### config.mk
export PLATFORM = sky130hd
export DESIGN_NAME = hazard_forward_unit
export DESIGN_NICKNAME = d
export VERILOG_FILES = /design/src/rtl/hazard_forward_unit.sv
export SDC_FILE = /design/constraint.sdc
export NUM_CORES = 1
export LEC_CHECK = 0
export ABC_AREA = 1
export CAP_MARGIN = 20
export CELL_PAD_IN_SITES_DETAIL_PLACEMENT = 2
export CELL_PAD_IN_SITES_GLOBAL_PLACEMENT = 2
export CORE_MARGIN = 8
export CORE_UTILIZATION = 29
export DETAILED_ROUTE_END_ITERATION = 8
export PLACE_DENSITY_LB_ADDON = 0.2
export SYNTH_ARGS = -nofsm -noshare
export SYNTH_HDL_FRONTEND = slang
export SYNTH_SLANG_ARGS = --single-unit
### constraint.sdc
create_clock -name clk -period 6.6 [get_ports clk]
set_input_delay 1.98 -clock clk [delete_from_list [all_inputs] [get_ports clk]]
set_output_delay 1.98 -clock clk [all_outputs]
set_load 0.02 [all_outputs]
### src/rtl/hazard_forward_unit.sv
`default_nettype none
// ============================================================================
// Module      : hazard_forward_unit
// Description : Tracks EX/MEM/WB register tags and produces operand-forward
//               selects, load-use stalls, branch flushes and saturating hazard
//               counters. Define HAZARD_FORWARDING_EN to enable forwarding;
//               otherwise every RAW hazard is resolved by stalling.
// Revision    : 1.0 - initial release
// ============================================================================
module hazard_forward_unit #(
    parameter int CNT_W = 32
) (
    input  logic             clk,
    input  logic             rst,
    input  logic             id_valid,
    input  logic [4:0]       id_rs1,
    input  logic [4:0]       id_rs2,
    input  logic [4:0]       id_rd,
    input  logic             id_reg_write,
    input  logic [1:0]       id_result_src,
    input  logic             ex_pc_src,
    output logic [1:0]       forward_a_e,
    output logic [1:0]       forward_b_e,
    output logic             stall_f,
    output logic             stall_d,
    output logic             flush_d,
    output logic             flush_e,
    output logic [CNT_W-1:0] stall_count,
    output logic [CNT_W-1:0] flush_count
);

    localparam logic [1:0] c_FWD_RF   = 2'b00;
    localparam logic [1:0] c_FWD_WB   = 2'b01;
    localparam logic [1:0] c_FWD_MEM  = 2'b10;
    localparam logic [1:0] c_SRC_LOAD = 2'b01;

    logic [4:0]       ex_rs1_q, ex_rs1_d;
    logic [4:0]       ex_rs2_q, ex_rs2_d;
    logic [4:0]       ex_rd_q, ex_rd_d;
    logic             ex_reg_write_q, ex_reg_write_d;
    logic [1:0]       ex_result_src_q, ex_result_src_d;
    logic             ex_valid_q, ex_valid_d;
    logic [4:0]       mem_rd_q, mem_rd_d;
    logic             mem_reg_write_q, mem_reg_write_d;
    logic             mem_valid_q, mem_valid_d;
    logic [4:0]       wb_rd_q, wb_rd_d;
    logic             wb_reg_write_q, wb_reg_write_d;
    logic             wb_valid_q, wb_valid_d;
    logic [CNT_W-1:0] stall_count_q, stall_count_d;
    logic [CNT_W-1:0] flush_count_q, flush_count_d;

    logic             w_hazard;

    // x0 is hardwired zero, so a stage targeting it never produces a value.
    function automatic logic stage_writes(input logic       valid,
                                          input logic       reg_write,
                                          input logic [4:0] rd,
                                          input logic [4:0] r);
        return valid && reg_write && (rd == r) && (r != 5'd0);
    endfunction

`ifdef HAZARD_FORWARDING_EN
    always_comb begin
        forward_a_e = c_FWD_RF;
        forward_b_e = c_FWD_RF;
        if (ex_valid_q) begin
            if (stage_writes(mem_valid_q, mem_reg_write_q, mem_rd_q, ex_rs1_q))
                forward_a_e = c_FWD_MEM;
            else if (stage_writes(wb_valid_q, wb_reg_write_q, wb_rd_q, ex_rs1_q))
                forward_a_e = c_FWD_WB;
            if (stage_writes(mem_valid_q, mem_reg_write_q, mem_rd_q, ex_rs2_q))
                forward_b_e = c_FWD_MEM;
            else if (stage_writes(wb_valid_q, wb_reg_write_q, wb_rd_q, ex_rs2_q))
                forward_b_e = c_FWD_WB;
        end
        // Only a load still in EX cannot be bypassed in time.
        w_hazard = id_valid && (ex_result_src_q == c_SRC_LOAD) &&
                   (stage_writes(ex_valid_q, ex_reg_write_q, ex_rd_q, id_rs1) ||
                    stage_writes(ex_valid_q, ex_reg_write_q, ex_rd_q, id_rs2));
    end
`else
    logic w_unused_tags;
    assign w_unused_tags = ^{ex_rs1_q, ex_rs2_q, ex_result_src_q, c_FWD_WB,
                             c_FWD_MEM, c_SRC_LOAD};

    always_comb begin
        forward_a_e = c_FWD_RF;
        forward_b_e = c_FWD_RF;
        // Without bypass paths the reader waits until its producer has retired.
        w_hazard = id_valid &&
                   (stage_writes(ex_valid_q,  ex_reg_write_q,  ex_rd_q,  id_rs1) ||
                    stage_writes(ex_valid_q,  ex_reg_write_q,  ex_rd_q,  id_rs2) ||
                    stage_writes(mem_valid_q, mem_reg_write_q, mem_rd_q, id_rs1) ||
                    stage_writes(mem_valid_q, mem_reg_write_q, mem_rd_q, id_rs2) ||
                    stage_writes(wb_valid_q,  wb_reg_write_q,  wb_rd_q,  id_rs1) ||
                    stage_writes(wb_valid_q,  wb_reg_write_q,  wb_rd_q,  id_rs2));
    end
`endif

    // A taken branch squashes the stalled instruction anyway, so it overrides.
    assign stall_f     = w_hazard && !ex_pc_src;
    assign stall_d     = w_hazard && !ex_pc_src;
    assign flush_d     = ex_pc_src;
    assign flush_e     = w_hazard || ex_pc_src;
    assign stall_count = stall_count_q;
    assign flush_count = flush_count_q;

    always_comb begin
        ex_rs1_d        = id_rs1;
        ex_rs2_d        = id_rs2;
        ex_rd_d         = id_rd;
        ex_reg_write_d  = id_reg_write;
        ex_result_src_d = id_result_src;
        ex_valid_d      = id_valid && !flush_e;
        mem_rd_d        = ex_rd_q;
        mem_reg_write_d = ex_reg_write_q;
        mem_valid_d     = ex_valid_q;
        wb_rd_d         = mem_rd_q;
        wb_reg_write_d  = mem_reg_write_q;
        wb_valid_d      = mem_valid_q;
        stall_count_d   = stall_count_q;
        flush_count_d   = flush_count_q;
        if (stall_d && (stall_count_q != {CNT_W{1'b1}}))
            stall_count_d = stall_count_q + 1'b1;
        if (flush_e && (flush_count_q != {CNT_W{1'b1}}))
            flush_count_d = flush_count_q + 1'b1;
    end

    always_ff @(posedge clk) begin
        ex_rs1_q        <= ex_rs1_d;
        ex_rs2_q        <= ex_rs2_d;
        ex_rd_q         <= ex_rd_d;
        ex_reg_write_q  <= ex_reg_write_d;
        ex_result_src_q <= ex_result_src_d;
        mem_rd_q        <= mem_rd_d;
        mem_reg_write_q <= mem_reg_write_d;
        wb_rd_q         <= wb_rd_d;
        wb_reg_write_q  <= wb_reg_write_d;
        if (rst) begin
            ex_valid_q    <= 1'b0;
            mem_valid_q   <= 1'b0;
            wb_valid_q    <= 1'b0;
            stall_count_q <= '0;
            flush_count_q <= '0;
        end else begin
            ex_valid_q    <= ex_valid_d;
            mem_valid_q   <= mem_valid_d;
            wb_valid_q    <= wb_valid_d;
            stall_count_q <= stall_count_d;
            flush_count_q <= flush_count_d;
        end
    end

endmodule
`default_nettype wire
==> results.json, run 1 <==
{
  "status": "completed",
  "fill_cells": 2028,
  "fp-row-count": 47,
  "synth-main-ff-cell": "dfxtp_1",
  "cp.depth": 12,
  "worstPathRequired_ns": 4.62,
  "io_pins": 94,
  "routed_wl_um": 18500,
  "vias": 5038,
  "cpLargestDelayFamily": "buffers and inverters",
  "end_kind": "primary output",
  "clkSinkCount": 85,
  "p_clk_share_pct": 45.7,
  "min_path_cells": 0,
  "period_share_pct": 93.0,
  "hold_viol": 0,
  "worst_pin_slew_ns": 0.795,
  "ys_seq_elements": 85,
  "netlist_instances": 734,
  "register_area_sq_um": 1700,
  "arrival_ns": 4.16,
  "cellLeakagePower_nw": 2.19,
  "dieHeight_um": 146,
  "max-clock-path-buffers": 2,
  "hp-class": "reg -> reg",
  "start_util_pct": 29.7,
  "synth_edf_count": 0,
  "r2r.worst_path.cells": 11,
  "p_sw_mw": 0.284,
  "antenna_found_initial": 0,
  "clk_pin_slew_worst_paths_ns": 0.07,
  "maxCapViolCount": 0,
  "crit_top_cell": "nand2_1",
  "synthArstFlopShare_pct": 0,
  "p_int_mw": 0.819,
  "antenna_left": 0,
  "crit_path_max_fanout": 4,
  "p_sw_share_pct": 25.7,
  "ys_warn_count": 0,
  "core_sq_um": 16600,
  "nNetsFinal": 833,
  "rsz0062_at_grt": "false",
  "setup_violations": 0,
  "crit_type": "in -> out",
  "h-tree-depth": 3,
  "cpPeakStageDelay_ns": 0.62,
  "syn_to_final_growth_pct": 26.4,
  "cp_slowest_cell": "clkdlybuf4s50_1",
  "startpoint_type": "input pin",
  "syn_area_sq_um": 4930,
  "tns_ns": 0,
  "dr.first_iter.drc_count": 150,
  "cp_cell_sequence": "clkdlybuf4s50_1 > nor2_1 > nand2_1 > nor2_1 > nor2_1 > nand2_1 > nand2_1 > nand2_1 > nand3_1 > nand3_1 > inv_1 > clkdlybuf4s50_1",
  "cts_tree": "done",
  "cts_setup_buffers": 0,
  "ys_seq_area_share_pct": 34.5,
  "grt_pass1_wl_um": 30000,
  "finClkSkew_ns": 0.0120,
  "root_buffer": "clkbuf_16",
  "power_density_nw_per_um2": 177,
  "viasPerCell": 4.87,
  "power.combinational.fraction_pct": 6.5,
  "regToRegSetupSlack_ns": 3.50,
  "wl_per_cell_um": 17.9,
  "diodes": 0,
  "power_frac_seq_pct": 47.8,
  "drive_above_1_share_pct": 4.42,
  "peakVddDrop_mv": 0.115,
  "fin_crit_ns": 6.14,
  "avgSynthCellArea_sq_um": 6.71,
  "cts_resized": 0,
  "netlist-cell-type-count": 27,
  "hold_buffers": 0,
  "clock_latency_ns": 0.36,
  "grt_max_degree": 68,
  "io_buffers": 87,
  "multiInputGateArea_sq_um": 2880,
  "grt.total_usage_pct": 17.3,
  "drv_slew": 0,
  "drt_pass1_iterations": 4,
  "fp.dieW_um": 146,
  "die_area_sq_um": 21400,
  "critPathBufInv": 3,
  "maxSlewHeadroom_pct": 47.0,
  "dp_hpwl_um": 13800,
  "grt_pass1_vias": 5590,
  "place.gp.congestion": 0.838,
  "fmax_mhz": 163,
  "cts_buffers": 9,
  "final_core_util_pct": 37.6,
  "drc_errors": 0,
  "grt_overflow_total": 0
}
[kinds of logic (layout without fill, tap and decap cells)]
kind of cell | count (synthesis) | after routing | synth area share, %
simple gates | 419 | 419 | 36.4
buf+inv | 80 | 157 | 7.24
other cells | 1 | 4 | 0.0761
fa+ha+maj | 2 | 2 | 0.508
compound gates | 64 | 64 | 6.50
flops | 85 | 85 | 34.5
xor+xnor | 83 | 83 | 14.7
[layout make-up]
type	instances	share of cell area, %
multi-input combinational	572	46.3
sequential	85	27.3
timing repair buffer	91	14.4
tap	220	4.42
clock buffer	11	3.90
inverter	50	3.01
clock inverter	5	0.683
[sequential cells by signal, summed over array words and instances (netlist names), 5 cells and up]
signal and flops:
ex_rd_q 5, flush_count 32, mem_rd_q 5, stall_count 32, wb_rd_q 5
[stage by stage]
step	cells	power, mW	cell area [sq um]	worst slack, ns	hold slack, ns
floorplan	737	0.583	4940	1.67	0.331
global placement	1018	0.607	5940	0.510	0.333
detailed placement	1018	0.611	5940	0.399	0.347
CTS	1034	1.12	6230	0.384	0.359
global route	1034	1.15	6230	0.212	0.370
finish	1034	1.10	6230	0.463	0.356
[power by group through the flow]
stage	clock network [mW]	logic (mW)	registers [mW]
after global routing	0.538	0.0792	0.528
after floorplan	0	0.0442	0.538
after detailed placement	0	0.0721	0.539
after global placement	0	0.0686	0.538
final	0.504	0.0718	0.527
after CTS	0.519	0.0732	0.527
[worst reg2reg max path, stage by stage, from the launching register on]
cell	delay, ns
dfxtp_1	0.42
ha_1	0.30
clkinv_1	0.18
nor2_4	0.22
nand4_2	0.17
nor3_2	0.17
nand2_1	0.09
nor3_2	0.18
nand2_2	0.46
nand2_4	0.55
nand2_1	0.12
a21oi_1	0.16
[placed cells by master (no fill, tap or decap), types with 2 or more instances in the layout]
master           instances
xnor2_1                 34
a21oi_1                 64
nand3b_1                 4
inv_1                   44
inv_6                    2
nor2_2                   3
buf_4                    4
ha_1                     2
nand2_2                  3
nor3_2                   2
xor2_1                  49
nor4_1                  12
nor2_1                  64
nand2_1                243
conb_1                   4
nand4_1                 11
nor3b_1                  2
clkbuf_16                9
nor3_1                  28
clkinv_4                 2
inv_2                    5
nand3_1                 44
clkdlybuf4s50_1         86
dfxtp_1                 85
[final timing paths]
check | from | end
max | id_rs2[2] | stall_f
min | mem_reg_write_q$_DFF_P_ | wb_reg_write_q$_DFF_P_
max reg2reg | flush_count[0]$_SDFFE_PP0P_ | flush_count[3]$_SDFFE_PP0P_
min reg2reg | mem_reg_write_q$_DFF_P_ | wb_reg_write_q$_DFF_P_
[layer usage]
layer  vias to the layer above  GRT usage (%)  routed length [um]
met5                         -              0                   0
met4                         0           4.89                 230
met3                        16           3.31                 559
met2                        63           30.0                9160
met1                      2477           21.4                8570
li1                       2482              -                   -
[Yosys cell counts, types with 5 or more instances]
master	n	area, sq um
a21oi_1	64	320
buf_2	9	45.0
buf_4	6	45.0
clkbuf_1	12	45.0
dfxtp_1	85	1700
inv_1	44	165
inv_2	5	18.8
nand2_1	243	912
nand3_1	44	220
nand4_1	11	68.8
nor2_1	64	240
nor3_1	28	140
nor4_1	12	75.1
xnor2_1	34	298
xor2_1	49	429
Note: power is estimated with default switching activity, not from simulation.
==> inputs of run 2 (changes only) <==
==> constraint.sdc (replaced) <==
create_clock -name clk -period 7.49 [get_ports clk]
set_input_delay 2.247 -clock clk [delete_from_list [all_inputs] [get_ports clk]]
set_output_delay 2.247 -clock clk [all_outputs]
set_load 0.02 [all_outputs]
==> run 2 against run 1 <==
  * Clock power down 5.2%
  * Cell count unchanged
  * Critical endpoint unchanged
  * Worst hold slack worse by 0.0034 ns
  * Non-clock buffer count is the same
  * Critical path depth did not move
  * Sequential share of layout area shrank 0.10 points
  * Clock skew grew 0.00053 ns
  * Largest cell class unchanged
  * Utilization up 0.14 points
  * Setup slack improved by 0.35 ns
  * Largest power group is now the clock network
==> results.json, run 2 (synthesis gave the netlist of run 1 again) <==
{
  "diodes": 0,
  "setup_violations": 0,
  "nNetsFinal": 833,
  "crit_type": "in -> out",
  "viasPerCell": 4.90,
  "hp-start": "mem_reg_write_q$_DFF_P_",
  "status": "completed",
  "cts_buffers": 9,
  "startpoint": "id_rs2[2]",
  "drv_slew": 0,
  "grt.total_usage_pct": 17.2,
  "startpoint_type": "input pin",
  "h-tree-depth": 3,
  "io_pins": 94,
  "cts_tree": "done",
  "hold_buffers": 0,
  "drc_errors": 0,
  "fp.dieW_um": 146,
  "dieHeight_um": 146,
  "max-clock-path-buffers": 2,
  "dp_hpwl_um": 13700,
  "worstPathRequired_ns": 5.24,
  "drive_above_1_share_pct": 4.55,
  "io_buffers": 87,
  "maxCapViolCount": 0,
  "maxSlewHeadroom_pct": 49.1,
  "cellLeakagePower_nw": 2.20,
  "fp-row-count": 47,
  "r2r_start": "flush_count[0]$_SDFFE_PP0P_",
  "antenna_found_initial": 0,
  "root_buffer": "clkbuf_16",
  "fill_cells": 2009,
  "end_kind": "primary output",
  "peakVddDrop_mv": 0.119,
  "period_share_pct": 89.2,
  "wl_per_cell_um": 17.7,
  "final_cell_mix": "nand2_1 (243), clkdlybuf4s50_1 (86), dfxtp_1 (85), nor2_1 (64), a21oi_1 (64)",
  "hp-class": "reg -> reg",
  "place.gp.congestion": 0.838,
  "fin_crit_ns": 6.68,
  "cts_setup_buffers": 0,
  "grt_overflow_total": 0,
  "die_area_sq_um": 21400,
  "routed_wl_um": 18300,
  "antenna_left": 0,
  "clk_pin_slew_worst_paths_ns": 0.07,
  "vias": 5064,
  "clkSinkCount": 85,
  "grt_pass1_vias": 5576,
  "tns_ns": 0,
  "fmax_mhz": 150,
  "rsz0062_at_grt": "false",
  "grt_max_degree": 68,
  "clock_latency_ns": 0.35,
  "grt_pass1_wl_um": 30000,
  "total_power_mw": 1.01,
  "final_common_cell": "nand2_1",
  "syn_to_final_growth_pct": 26.8,
  "start_util_pct": 29.7,
  "arrival_ns": 4.43,
  "power_density_nw_per_um2": 161,
  "drt_pass1_iterations": 4,
  "cts_resized": 0,
  "finClkSkew_ns": 0.0125,
  "dr.first_iter.drc_count": 230,
  "core_sq_um": 16600,
  "hold_viol": 0,
  "crit_path_max_fanout": 4,
  "worst_pin_slew_ns": 0.763
}
-- run 2: stage by stage --
step	worst slack, ns	util [%]	instance area (sq um)	hold WS (ns)	instances
finish	0.810	37.7	6250	0.352	1034
global route	0.577	37.7	6250	0.365	1034
CTS	0.734	37.7	6250	0.355	1034
detailed placement	0.769	35.8	5940	0.341	1018
global placement	0.869	35.8	5940	0.333	1018
floorplan	2.03	-	4940	0.331	737
-- run 2: per-layer routing --
| layer | global-route usage [%] | routed length [um] |
|---|---|---|
| met1 | 21.0 | 8180 |
| met3 | 3.52 | 786 |
| met5 | 0 | 0 |
| met4 | 4.79 | 259 |
| met2 | 29.7 | 9060 |
-- run 2: report_power, final --
part | internal [mW] | switching [mW] | total [mW]
registers | 0.458 | 0.00634 | 0.465
clock network | 0.271 | 0.207 | 0.478
logic | 0.0259 | 0.0368 | 0.0627
-- run 2: final cells by class --
class | instances | area [sq um] | area share [%]
Clock buffer | 10 | 239 | 3.82
Clock inverter | 6 | 70.1 | 1.12
Inverter | 50 | 188 | 3.00
Multi-Input combinational cell | 572 | 2880 | 46.1
Sequential cell | 85 | 1700 | 27.2
Tap cell | 220 | 275 | 4.40
Timing Repair Buffer | 91 | 896 | 14.3
-- run 2: path summary, 6_finish.rpt --
| kind | end | slack [ns] | depth (start not counted) |
|---|---|---|---|
| setup / recovery | stall_f | 0.81 | 12 |
| hold / removal | wb_reg_write_q$_DFF_P_ | 0.35 | 0 |
| setup reg to reg | flush_count[16]$_SDFFE_PP0P_ | 4.40 | 11 |
| hold reg to reg | wb_reg_write_q$_DFF_P_ | 0.35 | 0 |
-- run 2: critical path, stage by stage --
cell and delay, ns:
clkdlybuf4s50_1 0.60, nor2_1 0.10, nand2_1 0.09, nor2_1 0.07, nor2_1 0.16, nand2_1 0.06, nand2_1 0.06, nand2_1 0.05
nand3_1 0.12, nand3_1 0.13, inv_1 0.11, clkdlybuf4s50_1 0.62
==> inputs of run 3 (changes only) <==
--- a/config.mk
+++ b/config.mk
@@ -9,7 +9,7 @@
 export CAP_MARGIN = 20
 export CELL_PAD_IN_SITES_DETAIL_PLACEMENT = 2
 export CELL_PAD_IN_SITES_GLOBAL_PLACEMENT = 2
-export CORE_MARGIN = 8
+export CORE_MARGIN = 2
 export CORE_UTILIZATION = 29
 export DETAILED_ROUTE_END_ITERATION = 8
 export PLACE_DENSITY_LB_ADDON = 0.2
==> run 3 against run 2 <==
  * Non-clock buffer count is the same
  * Sequential power is essentially flat
  * Count of clock-buffer cells in the layout unchanged
  * Critical path type unchanged
  * Highest routed layer unchanged
==> results.json, run 3 (synthesis gave the netlist of run 1 again) <==
{
  "status": "completed",
  "fin_crit_ns": 6.70,
  "cts_resized": 0,
  "peakVddDrop_mv": 0.108,
  "cts_buffers": 9,
  "drv_slew": 0,
  "wl_per_cell_um": 17.0,
  "hp-start": "mem_reg_write_q$_DFF_P_",
  "clock_latency_ns": 0.35,
  "r2r_start": "flush_count[0]$_SDFFE_PP0P_",
  "start_util_pct": 29.7,
  "drc_errors": 0,
  "clk_pin_slew_worst_paths_ns": 0.07,
  "io_buffers": 87,
  "r2r.worst_path.cells": 11,
  "antenna_left": 0,
  "cellLeakagePower_nw": 2.21,
  "r2r-end": "flush_count[19]$_SDFFE_PP0P_",
  "fp.dieW_um": 134,
  "diodes": 0,
  "drt_pass1_iterations": 4,
  "fmax_mhz": 149,
  "total_power_mw": 1.01,
  "power_density_nw_per_um2": 162,
  "syn_to_final_growth_pct": 26.8,
  "drive_above_1_share_pct": 4.55,
  "grt.total_usage_pct": 20.3,
  "final_cell_mix": "nand2_1 (243), clkdlybuf4s50_1 (86), dfxtp_1 (85), nor2_1 (64), a21oi_1 (64)",
  "finClkSkew_ns": 0.00905,
  "min_path_cells": 0,
  "period_share_pct": 89.5,
  "cp_cell_sequence": "clkdlybuf4s50_1 > xnor2_1 > nand2_1 > nor2_1 > nand2_1 > nand2_1 > nand2_1 > nand3_1 > nand3_1 > inv_1 > clkdlybuf4s50_1",
  "vias": 5048,
  "io_pins": 94,
  "dr.first_iter.drc_count": 222,
  "crit_top_cell": "nand2_1",
  "hp-class": "reg -> reg",
  "grt_pass1_wl_um": 29200,
  "place.gp.congestion": 0.860,
  "cp_slowest_cell": "clkdlybuf4s50_1",
  "die_area_sq_um": 18100,
  "crit_type": "in -> out",
  "h-tree-depth": 3,
  "clkSinkCount": 85,
  "startpoint_type": "input pin",
  "end_kind": "primary output",
  "crit_path_max_fanout": 5,
  "register_area_sq_um": 1700,
  "critPathBufInv": 3,
  "rsz0062_at_grt": "false",
  "grt_max_degree": 68,
  "root_buffer": "clkbuf_16",
  "fill_cells": 2004,
  "grt_overflow_total": 0,
  "routed_wl_um": 17600,
  "fp-row-count": 47,
  "holdWs_ns": 0.360,
  "cpLargestDelayFamily": "buffers and inverters",
  "final_common_cell": "nand2_1",
  "maxCapViolCount": 0,
  "dieHeight_um": 134,
  "arrival_ns": 4.46,
  "maxSlewHeadroom_pct": 46.6,
  "core_sq_um": 16600,
  "antenna_found_initial": 0,
  "worst_pin_slew_ns": 0.802,
  "dp_hpwl_um": 13000,
  "final_core_util_pct": 37.7,
  "max-clock-path-buffers": 2,
  "multiInputGateArea_sq_um": 2880,
  "cts_setup_buffers": 0,
  "nNetsFinal": 833,
  "hold_buffers": 0,
  "setup_violations": 0,
  "viasPerCell": 4.88,
  "cts_tree": "done",
  "cpPeakStageDelay_ns": 0.62,
  "tns_ns": 0,
  "min_to": "wb_reg_write_q$_DFF_P_",
  "hold_viol": 0,
  "grt_pass1_vias": 5517,
  "worstPathRequired_ns": 5.24,
  "regToRegSetupSlack_ns": 4.50
}
-- run 3: cell types whose count changed in the layout (fill, tap and decap cells not counted), sizes merged --
| cell | change |
|---|---|
| clkinvlp | -2 |
| clkinv | +2 |
-- run 3: where the power goes --
part | total, mW | internal [mW] | switching, mW
clock network | 0.484 | 0.271 | 0.213
registers | 0.465 | 0.458 | 0.00642
logic | 0.0633 | 0.0259 | 0.0375
-- run 3: worst reg2reg max path: cells and delay by family (launching register included) --
family | cells | cell delay, ns
simple gates | 8 | 1.90
buf+inv | 1 | 0.16
fa+ha+maj | 1 | 0.28
flops | 1 | 0.42
compound gates | 1 | 0.16
-- run 3: stage by stage --
stage                     cell area, sq um  setup WS, ns  instances
final                                 6250         0.786       1034
after global routing                  6250         0.600       1034
after CTS                             6250         0.734       1034
after detailed placement              5940         0.798       1018
after global placement                5940         0.867       1018
after floorplan                       4940          2.03        737
-- run 3: area by class of cell --
class                           count  share of cell area (%)
Clock buffer                       10                    3.82
Clock inverter                      6                    1.12
Inverter                           50                    3.00
Multi-Input combinational cell    572                    46.1
Sequential cell                    85                    27.2
Tap cell                          220                    4.40
Timing Repair Buffer               91                    14.3
-- run 3: per-layer routing --
layer  wire length [um]  track usage (%)  up-vias
met5                  0                0        -
met4                286             6.08        0
met3                493             2.49       16
met2               8620             34.5       71
met1               8230             26.9     2473
li1                   -                -     2488
-- run 3: worst max path at each step --
stage | startpoint | end | slack [ns] | cells past startpoint
floorplan | id_rs2[2] | stall_f | 2.03 | 11
global placement | id_rs1[0] | stall_d | 0.87 | 12
detailed placement | id_rs1[1] | stall_f | 0.80 | 12
CTS | id_rs1[0] | stall_f | 0.73 | 11
global route | id_rs1[0] | stall_f | 0.60 | 11
finish | id_rs1[0] | stall_f | 0.79 | 11
